===== config.mk =====
export PLATFORM = sky130hd
export DESIGN_NAME = logic3_bist
export DESIGN_NICKNAME = d
export VERILOG_FILES = /design/src/rtl/logic3_bist.sv
export SDC_FILE = /design/constraint.sdc
export NUM_CORES = 1
export LEC_CHECK = 0
export ABC_CLOCK_PERIOD_IN_PS = 5520
export CORE_MARGIN = 1
export CORE_UTILIZATION = 56
export CTS_CLUSTER_DIAMETER = 60
export DETAILED_ROUTE_END_ITERATION = 10
export PLACE_DENSITY = 0.83
export SYNTH_ARGS = -nofsm -noshare
export SYNTH_HDL_FRONTEND = slang
export SYNTH_SLANG_ARGS = --single-unit

===== constraint.sdc =====
create_clock -name clk -period 5.52 [get_ports clk]
set_clock_uncertainty 0.2 [all_clocks]
set_input_delay 1.104 -clock clk [delete_from_list [all_inputs] [get_ports clk]]
set_output_delay 1.104 -clock clk [all_outputs]
set_load 0.02 [all_outputs]

===== src/rtl/logic3_bist.sv =====
// On-board stimulus/response checker for a 3-input combinational function:
// walks {a,b,c} through 000..111, samples f after a settle delay and compares
// it against EXP_TT. Optional macro LOGIC3_BIST_STOP_ON_FAIL_EN ends a run at
// the first mismatching vector.
module logic3_bist #(
    parameter logic [7:0]  EXP_TT     = 8'hE8,
    parameter int unsigned SETTLE_CYC = 2
) (
    input  logic       clk,
    input  logic       rst_n,
    input  logic       start,
    input  logic       f,
    output logic       a,
    output logic       b,
    output logic       c,
    output logic       busy,
    output logic       done,
    output logic       pass,
    output logic [3:0] err_count,
    output logic [7:0] fail_vec
);

    typedef enum logic [1:0] {
        S_IDLE,
        S_SETTLE,
        S_SAMPLE,
        S_DONE
    } state_t;

    // Wait counter counts SETTLE_CYC-1 down to 0, so SETTLE lasts SETTLE_CYC cycles.
    localparam logic [3:0] RELOAD = 4'(SETTLE_CYC - 1);

`ifdef LOGIC3_BIST_STOP_ON_FAIL_EN
    localparam bit STOP_ON_FAIL = 1'b1;
`else
    localparam bit STOP_ON_FAIL = 1'b0;
`endif

    state_t     state;
    logic [2:0] idx;
    logic [3:0] wait_cnt;

    logic       mismatch;
    logic [3:0] err_next;
    logic       end_run;

    // NOTE: every signal written in always_comb gets a default first, so no path can infer a latch.
    always_comb begin
        mismatch = 1'b0;
        err_next = err_count;
        end_run  = 1'b0;
        mismatch = (f != EXP_TT[idx]);
        err_next = err_count + {3'b000, mismatch};
        end_run  = (idx == 3'd7) || (STOP_ON_FAIL && mismatch);
    end

    // NOTE: sequential state uses non-blocking assignments only, so every
    // right-hand side sees the pre-edge value regardless of statement order.
    always_ff @(posedge clk or negedge rst_n) begin
        if (!rst_n) begin
            state     <= S_IDLE;
            idx       <= 3'd0;
            wait_cnt  <= 4'd0;
            a         <= 1'b0;
            b         <= 1'b0;
            c         <= 1'b0;
            busy      <= 1'b0;
            done      <= 1'b0;
            pass      <= 1'b0;
            err_count <= 4'd0;
            fail_vec  <= 8'h00;
        end else begin
            done <= 1'b0;
            case (state)
                S_IDLE: begin
                    if (start) begin
                        state       <= S_SETTLE;
                        idx         <= 3'd0;
                        {a, b, c}   <= 3'b000;
                        wait_cnt    <= RELOAD;
                        err_count   <= 4'd0;
                        fail_vec    <= 8'h00;
                        pass        <= 1'b0;
                        busy        <= 1'b1;
                    end
                end

                S_SETTLE: begin
                    if (wait_cnt == 4'd0) begin
                        state <= S_SAMPLE;
                    end else begin
                        wait_cnt <= wait_cnt - 4'd1;
                    end
                end

                S_SAMPLE: begin
                    if (mismatch) begin
                        fail_vec[idx] <= 1'b1;
                        err_count     <= err_next;
                    end
                    if (end_run) begin
                        state     <= S_DONE;
                        busy      <= 1'b0;
                        done      <= 1'b1;
                        pass      <= (err_next == 4'd0);
                        {a, b, c} <= 3'b000;
                    end else begin
                        state     <= S_SETTLE;
                        idx       <= idx + 3'd1;
                        {a, b, c} <= idx + 3'd1;
                        wait_cnt  <= RELOAD;
                    end
                end

                S_DONE: begin
                    state <= S_IDLE;
                end

                default: begin
                    state <= S_IDLE;
                end
            endcase
        end
    end

endmodule


# == Yosys cells after proc, flatten, opt, wreduce, memory -nomap -nowiden ==
# Memory sizes are Yosys's and may differ from the RTL's.
# Index checks and enable logic that the tools add are counted.
# totals
output_inout_bits,18
ff_bits,27
input_bits,4
word_cells,75
mem_count,1
romBits,8
# op_classes
n_reduce_logical,12
n_mux,34
bitwise,1
n_eq_ne,11
order_cmp,2
addsub,3
# mem_list
memory,depth,word_bits,read_ports,rd_ports_with_merged_regs,write_ports,line,source
(name not given),8,1,1,0,0,52,mismatch = (f != EXP_TT[idx]);
# ops
cell,count
two-way mux 4 bit,5
two-way mux 8 bit,2
case mux 8 bit (2 select lines),1
"inequality test 2 bit, second input constant",6
case mux 4 bit (3 select lines),1
two-way mux 1 bit,11
case mux 1 bit (2 select lines),5
AND reduction 3 bit,3
logical NOT 4 bit,2
OR 8 bit,1
case mux 2 bit (4 select lines),1
case mux 4 bit (2 select lines),1
two-way mux 2 bit,3
two-way mux 3 bit,2
case mux 3 bit (2 select lines),1
adder 4 x 1 -> 4 bit,1
"equality test 2 bit, second input constant",2
"less-than comparator 3 x 4 -> 1 bit, second input constant",1
AND reduction 2 bit,2
AND reduction 4 bit,1
"subtractor 4 x 1 -> 4 bit, second input constant",1
"adder 3 x 1 -> 3 bit, second input constant",1
demux 1 bit (select 3 bit),1
"equality test 3 bit, second input constant",1
7 further kinds,7

# == Longest topological paths before layout ==
# logic_depth
ltp_word,7
depth_mapped,10
depth_no_buf,10

# == Worst setup path after synthesis ==
# OpenSTA, ideal clock, no wires.
# synth_path
path_kind,input to register
startpoint,in f
endpoint,reg pass
arrival_ns,2.102
setup_slack_ns,3.123
n_path_buf,0
t_required_ns,5.225
stages,6
setup_time_ns,0.095
cell_sequence,xor2_4 > ha_1 > ha_1 > xnor2_1 > nand4_1 > o31ai_1
# synth_between
elab_chain_cells,5
# synth_rtl
element,line,source
"start, declared",12,"input logic f,"
inequality test 1 bit,52,
adder 4 x 1 -> 4 bit,53,"err_next = err_count + {3'b000, mismatch};"
logical NOT 4 bit,105,pass <= (err_next == 4'd0);
two-way mux 1 bit,101,if (end_run) begin
case mux 1 bit (2 select lines),74,case (state)
"end signal, assigned",105,
"end, declared",18,"output logic pass,"
# Every way passes these cells. The select of a mux whose other input is x is not followed.
# A chain may end at the register's enable or synchronous reset.

# == Final worst setup path ==
# Ends and elaborated chain as after synthesis.

==> results.yml <==
cts:
  cts_buffers: 3
  cts_setup_buffers: 0
  clk_latency_ns: 0.32
  cts_buffer_depth: 2
  cts_tree: "done"
  cts.sinks: 27
  root_buffer: "clkbuf_4"
  clkSlewWorstSetupHoldPaths_ns: 0.15
  ctsResizeCount: 0
  cts_hold_buf: 0
  cts.htree.levels: 1
yosys:
  synth_top_flop_cell: "dfrtp_1"
  syn_avg_cell_area_um2: 11.5
  synth_most_common_cell: "dfrtp_1"
  synthTopCellsByCount: "27 x dfrtp_1, 13 x nand2_1, 9 x a32o_1, 7 x inv_1"
  synth_cell_types: 35
  yosys.area.top_type_share_pct: 50.5
  syn-num-nets: 126
  ys_ff_latch: 27
  synth_top_area_cell: "dfrtp_1"
  synthArstFlopShare_pct: 100
  synth_area_leaders: "dfrtp_1 51%, a32o_1 6.7%, ha_1 5.6%"
  synth-edff-count: 0
  synth-seq-area-share_pct: 50.5
  syn_inst: 116
  yosys_warnings: 0
  synth_area_um2: 1340
worst_hold_path:
  hp-class: "register to register"
  hold-path-cell-count: 2
worst_setup_path:
  reg2reg_slack_ns: 2.82
  arrival_ns: 2.93
  critPathLaunchType: "input port"
  worst-path-stages: 7
  regToRegStartpoint: "idx[0]"
  cp_data_required_time_ns: 5.56
  max_stage_delay_ns: 0.64
  path_common_cell: "ha_1"
  path_buf_inv: 1
  worst_path_max_delay_cell: "clkdlybuf4s50_1"
  reg2reg_depth: 10
  crit_path_max_fanout: 9
  r2r_end: "pass"
  path_cells: "clkdlybuf4s50_1 -> xor2_4 -> ha_1 -> ha_1 -> xnor2_1 -> nand4_1 -> o31ai_1"
  timing_worst_setup_path_type: "input port to register"
  critPathCaptureType: "register"
  crit_path_end: "pass"
  critPathLaunch: "f"
  crit_family: "buffers and inverters"
timing:
  rsz0062_at_grt: "no"
  slew_viol_final: 0
  worst_pin_slew_ns: 1.17
  whs_ns: 0.301
  slew_headroom_pct: 21.5
  hold_viol_final: 0
  setup_tns_ns: 0
  setup_slack_ns: 2.62
  max_freq_mhz: 345
  min_period_ns: 2.90
  period_share_pct: 52.5
  setup_viol: 0
global_route:
  grt_pass1_vias: 939
  grt_max_degree: 28
  track_usage_pct: 22.0
  grt_pass1_wl_um: 4200
  antenna_found_initial: 0
  grt_overflow: 0
place:
  gp_congestion: 0.861
  hpwl_um: 1780
  post-place-ws_ns: 2.27
  io_buffers: 21
finish:
  syn2layout_area_growth_pct: 18.6
  fin_util_pct: 71.0
  num-nets-final: 150
  drive_above_1_share_pct: 10.1
  antenna_cells: 0
detailed_routing:
  drt_iter0_markers: 15
  via_count: 960
  drcViolationCount: 0
  vias_per_cell: 5.75
  wl_per_cell_um: 14.5
  postRouteWirelength_um: 2430
  first_pass_iters: 4
  ant_nets: 0
run:
  cap_violations: 0
power:
  total_leakage_power_nw: 0.733
  vdd_ir_drop_max_mv: 0.285
  p_total_uw: 669
  power-per-cell-area_nw_per_um2: 422
floorplanning:
  core.rowCount: 17
  fp.dieH_um: 50.9
  ios: 22
  fp.coreArea_um2: 2230
  initial_core_util_pct: 59.9
  die_x_um: 50.9
  dieArea_um2: 2590
run_status:
  status: "completed"
==> registers in the layout, summed over array words and instances, names as in the netlist <==
signal	cells
a	1
err_count	4
wait_cnt	4
c	1
idx	3
pass	1
b	1
busy	1
state	2
fail_vec	8
done	1
==> worst reg2reg max path, cell delays in order, from the launching register on <==
cell	delay [ns]
dfrtp_1	0.52
inv_1	0.16
ha_1	0.22
and2_2	0.23
nor2_4	0.13
xor2_4	0.27
ha_1	0.25
ha_1	0.20
xnor2_1	0.14
nand4_1	0.11
o31ai_1	0.19
==> routing by layer <==
metal  up-vias  part of all wire [%]  track usage [%]
met5         -                     0                0
met4         0                  0.91             5.56
met3         4                   3.8             2.68
met2        26                    48             37.1
met1       464                    48             30.4
li1        466                     -                -
==> cell usage in the layout (no fill, tap or decap), drive strengths merged, types with 3 or more instances in the layout <==
cell | synthesis | final
xnor2 | 3 | 3
a32o | 9 | 9
o21ai | 8 | 8
clkbuf | 0 | 3
nand2 | 13 | 13
mux2i | 3 | 3
dfrtp | 27 | 27
nor3 | 4 | 4
nor2 | 7 | 7
clkdlybuf4s50 | 0 | 21
inv | 7 | 7
ha | 6 | 6
==> how the worst min path moves through the flow <==
| stage | from | endpoint |
|---|---|---|
| floorplan | wait_cnt[1] | wait_cnt[1] |
| global placement | busy | busy |
| detailed placement | busy | busy |
| CTS | busy | busy |
| global route | fail_vec[0] | fail_vec[0] |
| finish | busy | busy |
==> area by class of cell <==
class | count | area, µm²
flip-flops and latches | 27 | 676
well taps | 28 | 35.0
clock inverters | 1 | 7.51
inverters | 7 | 26.3
fillers | 179 | 647
clock buffers | 3 | 22.5
repair buffers | 21 | 210
multi-input cells | 80 | 609
==> where the power goes <==
group	switching (mW)	leakage, nW	internal [mW]
Clock	0.0593	0.0139	0.0277
Combinational	0.163	0.359	0.126
Sequential	0.0470	0.359	0.246
Total	0.269	0.733	0.399
==> cell families (layout without fill, tap and decap cells) <==
family | count (synthesis) | after routing | share of synthesized area, %
DFF | 27 | 27 | 50.5
buffers and inverters | 9 | 32 | 3.93
adders and majority gates | 6 | 6 | 5.61
muxes | 3 | 3 | 2.25
and+or+nand+nor | 40 | 40 | 17.9
AOI/OAI and AO/OA | 27 | 27 | 15.8
xor gates and xnor gates | 4 | 4 | 4.02
==> through the flow <==
step	cells	area, µm²
global placement	163	1560
CTS	167	1590
floorplan	116	1340
detailed placement	163	1560
finish	167	1590
global route	167	1590
(Power assumes the default switching activity.)
